--- config.mk ---
export PLATFORM = sky130hd
export DESIGN_NAME = spi_master
export DESIGN_NICKNAME = d
export VERILOG_FILES = /design/src/rtl/spi_pkg.sv /design/src/rtl/spi_clk_div.sv /design/src/rtl/spi_master.sv
export SDC_FILE = /design/constraint.sdc
export NUM_CORES = 1
export LEC_CHECK = 0
export CAP_MARGIN = 25
export CORE_UTILIZATION = 55
export DETAILED_ROUTE_END_ITERATION = 10
export GPL_ROUTABILITY_DRIVEN = 0
export PLACE_DENSITY = 0.79
export REMOVE_ABC_BUFFERS = 1
export SETUP_SLACK_MARGIN = 0.5
export SLEW_MARGIN = 0
export SYNTH_ARGS = -nofsm -noshare
export SYNTH_HDL_FRONTEND = slang
export SYNTH_HIERARCHICAL = 1
export SYNTH_SLANG_ARGS = --single-unit
--- constraint.sdc ---
create_clock -name clk -period 3.9 [get_ports clk]
set_clock_uncertainty 0.15 [all_clocks]
set_input_delay 0.975 -clock clk [delete_from_list [all_inputs] [get_ports clk]]
set_output_delay 0.975 -clock clk [all_outputs]
set_load 0.02 [all_outputs]
--- src/rtl/spi_pkg.sv ---
// Shared SPI definitions: transfer width, bus mode and master FSM states.
package spi_pkg;

  localparam int unsigned SPI_DATA_W = 8;

  // Mode 0: CPOL=0 (sclk idles low), CPHA=0 (sample on rising edge).
  localparam logic [1:0] SPI_MODE = 2'd0;

  typedef enum logic [1:0] {
    IDLE,
    SETUP,
    XFER,
    HOLD
  } spi_state_t;

endpackage

--- src/rtl/spi_clk_div.sv ---
// Half-period tick generator for the SPI master; restarts from zero on clear.
module spi_clk_div #(
  parameter int unsigned CLK_DIV = 2
) (
  input  logic clk,
  input  logic reset,
  input  logic clear,
  output logic tick
);

  logic [7:0] cnt;

  assign tick = (cnt == 8'(CLK_DIV - 1));

  always_ff @(posedge clk or posedge reset) begin
    if (reset) begin
      cnt <= '0;
    end else if (clear || tick) begin
      cnt <= '0;
    end else begin
      cnt <= cnt + 8'd1;
    end
  end

endmodule

--- src/rtl/spi_master.sv ---
// Mode-0 SPI master, LSB first: SETUP, 16 sclk half-periods, HOLD, then done.
module spi_master
  import spi_pkg::*;
#(
  parameter int unsigned CLK_DIV = 2,
  parameter int unsigned DATA_W  = SPI_DATA_W
) (
  input  logic              clk,
  input  logic              reset,
  input  logic              start,
  input  logic [DATA_W-1:0] tx_data,
  output logic              busy,
  output logic              done,
  output logic [DATA_W-1:0] rx_data,
  output logic              sclk,
  output logic              cs_n,
  output logic              mosi,
  input  logic              miso
);

  localparam int unsigned EDGE_W    = $clog2(2 * DATA_W);
  localparam logic        SCLK_IDLE = SPI_MODE[1];

  spi_state_t        state, state_next;
  logic [EDGE_W-1:0] edge_cnt, edge_cnt_next;
  logic [DATA_W-1:0] tx_shift, tx_shift_next;
  logic [DATA_W-1:0] rx_shift, rx_shift_next;
  logic [DATA_W-1:0] rx_data_next;
  logic              sclk_next, cs_n_next, mosi_next, done_next;
  logic              tick, div_clear;

  // Divider restarts on every state change and stays parked while idle.
  assign div_clear = (state_next != state) || (state == IDLE);
  assign busy      = (state != IDLE);

  spi_clk_div #(
    .CLK_DIV(CLK_DIV)
  ) u_clk_div (
    .clk  (clk),
    .reset(reset),
    .clear(div_clear),
    .tick (tick)
  );

  always_ff @(posedge clk or posedge reset) begin
    if (reset) begin
      state    <= IDLE;
      edge_cnt <= '0;
      tx_shift <= '0;
      rx_shift <= '0;
      rx_data  <= '0;
      sclk     <= SCLK_IDLE;
      cs_n     <= 1'b1;
      mosi     <= 1'b0;
      done     <= 1'b0;
    end else begin
      state    <= state_next;
      edge_cnt <= edge_cnt_next;
      tx_shift <= tx_shift_next;
      rx_shift <= rx_shift_next;
      rx_data  <= rx_data_next;
      sclk     <= sclk_next;
      cs_n     <= cs_n_next;
      mosi     <= mosi_next;
      done     <= done_next;
    end
  end

  always_comb begin
    state_next    = state;
    edge_cnt_next = edge_cnt;
    tx_shift_next = tx_shift;
    rx_shift_next = rx_shift;
    rx_data_next  = rx_data;
    sclk_next     = sclk;
    cs_n_next     = cs_n;
    mosi_next     = mosi;
    done_next     = 1'b0;

    unique case (state)
      IDLE: begin
        sclk_next = SCLK_IDLE;
        cs_n_next = 1'b1;
        if (start) begin
          tx_shift_next = tx_data;
          rx_shift_next = '0;
          edge_cnt_next = '0;
          mosi_next     = tx_data[0];
          cs_n_next     = 1'b0;
          state_next    = SETUP;
        end
      end

      SETUP: begin
        if (tick) begin
          state_next = XFER;
        end
      end

      XFER: begin
        if (tick) begin
          sclk_next = ~sclk;
          if (!sclk) begin
            rx_shift_next = {miso, rx_shift[DATA_W-1:1]};
          end else begin
            // Next bit goes out on the falling edge; bit 0 was set on start.
            tx_shift_next = tx_shift >> 1;
            mosi_next     = tx_shift[1];
          end
          if (edge_cnt == EDGE_W'(2 * DATA_W - 1)) begin
            edge_cnt_next = '0;
            state_next    = HOLD;
          end else begin
            edge_cnt_next = edge_cnt + EDGE_W'(1);
          end
        end
      end

      HOLD: begin
        if (tick) begin
          cs_n_next    = 1'b1;
          done_next    = 1'b1;
          rx_data_next = rx_shift;
          state_next   = IDLE;
        end
      end

      default: state_next = IDLE;
    endcase
  end

endmodule
==> metrics.md <==
| Metric | Value |
|---|---|
| Status | `complete, no violations` |
| Startpoint types | `flip-flop` |
| Int Power | `1000 uW` |
| Die width | `61.3 um` |
| CTS tree | `yes` |
| Total CTS buffers | `5` |
| Crit-path cells | `or2_2 > clkdlybuf4s50_1` |
| Final HPWL DP | `2470 um` |
| RSZ-0062 raised after global routing | `false` |
| Ys Warns | `6` |
| Async SR Flop Fraction | `1.00` |
| CTS resizes | `0` |
| Mux contribution to synthesized area | `0.149` |
| Post-Synthesis Cells | `153` |
| Yosys reg bits | `41` |
| Setup Buffers After CTS | `0` |
| Ports | `25` |
| Syn-to-layout area delta | `18.1%` |
| Clock transition at path regs | `0.13 ns` |
| CP bufs+invs | `1` |
| Drt wl/cell | `15.3 um` |
| GRT Total Usage | `0.214` |
| Antenna cells | `0` |
| Drt pass-1 iters | `4` |
| Largest net degree at the start of global routing | `34` |
| DR iter-0 viols | `57` |
| Mapped Avg Cell Area | `12.6 um2` |
| Final wirelength | `3470 um` |
| Clk pwr share | `0.177` |
| EDFF count, synth | `0` |
| Max incr delay on CP | `0.74 ns` |
| Footprint of the multi-input gates | `823 um2` |
| XOR/XNOR Fraction of Synth Area | `0.0181` |
| Peak Freq | `0.324 GHz` |
| Sequential power share | `0.424` |
| CTS max path bufs | `2` |
| Max-Cap Viols | `0` |
| Initial antenna violation count | `0` |
| Fin. max-slew vios | `0` |
| Post-Synthesis Cell Area | `1930 um2` |
| Post-cts hold buffer count | `0` |
| Post-route ant nets | `0` |
| CP Data Required Time | `2.77 ns` |
| Clk_lat worst skew | `0.36 ns` |
| Std cell rows | `21` |
| Setup tns final | `0 ns` |
| Simple-Gate Fraction of Synth Area | `0.118` |
| WP data arrival | `1.96 ns` |
| Power after layout | `1580 uW` |
| Most common flop cell mapped by yosys | `dfrtp_1` |
| Final min period | `3.08 ns` |
| CP endpoint kind | `output pin` |
| LEAKAGE | `0.00103 uW` |
| Cell variety after synth | `40` |
| Sequential fraction of the synthesis area | `0.531` |
| CTS sink cnt | `41` |
| Vias | `1,283` |
| Vias in the first global route | `1,175` |
| Overflow after GRT | `0` |
| Adder-cell area share of the yosys netlist | `0.0194` |
| Core area | `3360 um2` |
| Die Ht | `61.3 um` |
| Final Hold Vio Count | `0` |
| CP delay by family, top | `flip-flops` |
| Die ar. | `3760 um2` |
| Initial Utilization | `0.575` |
| Drt drc | `0` |
| Utilization after layout | `0.679` |
| Comb pwr share | `0.399` |
| Max rail drop VDD | `0.306 mV` |
| Switching power | `577 uW` |
| Nets | `195` |
| Min-Delay Path Class | `reg -> reg` |
| Compound-Gate Fraction of Synth Area | `0.122` |
| Sequential Area | `1030 um2` |
| Share of layout cells above drive strength 1 | `0.227` |
| Tcrit/Tclk final | `0.790` |
| Crit-path max FO | `19` |
| # setup viols final | `0` |
| CTS HTree Levels | `2` |
| First-pass GRT wire length | `5650 um` |
| Least-Margin Pin Slew | `0.586 ns` |
| Drt via density | `5.65` |
| PwrDens | `692 nW/um2` |
| CTS Root Cell | `clkbuf_4` |
| Switching Share | `0.365` |
| Max_slew headroom | `0.609` |
| IO buf count | `24` |
| Fill cells | `285` |
| CP max-delay cell | `dfrtp_1` |
| Largest family of logic cells by synthesized area | `multiplexers` |
| Setup CP Type | `reg -> out` |
[cells by family after synthesis]
kind of cell    after synthesis
flops                        41
simple gates                 36
compound gates               30
mux                          23
buf+inv                      16
xor+xnor                      4
fa+ha+maj                     3
[power groups by stage]
stage          clock network [uW]  registers, uW  logic [uW]
3_5_place_dp                    0            680         630
3_3_place_gp                    0            667         609
2_1_floorplan                   0            687         420
5_1_grt                       307            690         685
4_1_cts                       288            671         634
6_report                      280            669         630
[synthesized netlist by cell type, drive strengths merged, types with 3 or more instances]
cell type	n	area, um2
o22ai	3	18.8
ha	3	37.5
or3	3	18.8
inv	10	37.5
o21ai	7	35.0
nand3	8	57.6
nand2b	4	32.5
buf	4	38.8
nor2	6	25.0
a22o	8	70.1
a21oi	5	36.3
nand2	6	22.5
mux2	22	278
dfrtp	40	1000
[flip-flops by register name, summed over array words and instances (netlist names)]
signal	count
state	2
u_clk_div/cnt	8
rx_data	8
sclk	1
tx_shift	8
edge_cnt	4
rx_shift	8
cs_n	1
done	1
[through the flow]
step                      hold slack (ns)  instance area, um2  worst slack [ns]  cells
after floorplan                     0.312                1890             0.949    147
after CTS                           0.373                2280             0.811    227
final                               0.371                2280             0.818    227
after detailed placement            0.339                2200              1.21    219
after global routing                0.393                2280             0.689    227
after global placement              0.334                2200              1.27    219
[worst register-to-register path, delay by kind of cell, from the launching register on]
family                     cells  cell delay (ns)
DFF                            1             0.44
and+or+nand+nor                3             0.77
adders and majority gates      1             0.13
AOI/OAI and AO/OA              2             0.50
buffers and inverters          4             0.52
[layout by cell type (no fill, tap or decap), types with 2 or more instances in the layout]
| cell type | netlist | final |
|---|---|---|
| o22ai_1 | 3 | 3 |
| nor2_1 | 5 | 5 |
| mux2_2 | 14 | 14 |
| dfrtp_1 | 40 | 40 |
| xnor2_1 | 2 | 2 |
| inv_1 | 10 | 10 |
| nand2_1 | 6 | 6 |
| xor2_1 | 2 | 2 |
| nand4b_1 | 2 | 2 |
| clkbuf_4 | 0 | 5 |
| o21ai_0 | 7 | 7 |
| o31ai_1 | 2 | 2 |
| nand3_1 | 6 | 6 |
| mux2_4 | 8 | 8 |
| or3_1 | 3 | 3 |
| ha_1 | 3 | 3 |
| buf_4 | 0 | 2 |
| clkdlybuf4s50_1 | 0 | 24 |
| nand2b_1 | 3 | 3 |
| a22o_1 | 8 | 8 |
| a21oi_1 | 4 | 4 |
[per-layer routing]
layer / GRT usage / vias to the layer above / wire length [um]
met3: 0.0651 / 9 / 124
met5: 0 / - / 0
met4: 0.0844 / 0 / 56
met1: 0.278 / 644 / 1580
met2: 0.335 / 25 / 1710
li1: - / 605 / -
[area by class of cell]
type	instances	area share
clock buffers	5	0.0164
clock inverters	3	0.0203
inverters	10	0.0164
multi-input cells	96	0.360
flip-flops and latches	41	0.450
well taps	46	0.0252
repair buffers	26	0.112
[path summary, 6_finish.rpt]
path,to,cells past startpoint,from,slack (ns)
max,busy,2,state[0],0.82
min,rx_data[7],1,rx_data[7],0.37
max reg2reg,u_clk_div/cnt[4],10,u_clk_div/cnt[1],1.26
min reg2reg,rx_data[7],1,rx_data[7],0.37
max in group asynchronous,cs_n,3,reset,2.39
min in group asynchronous,u_clk_div/cnt[6],2,reset,0.72
No activity file was read; power rests on OpenSTA's default activity.
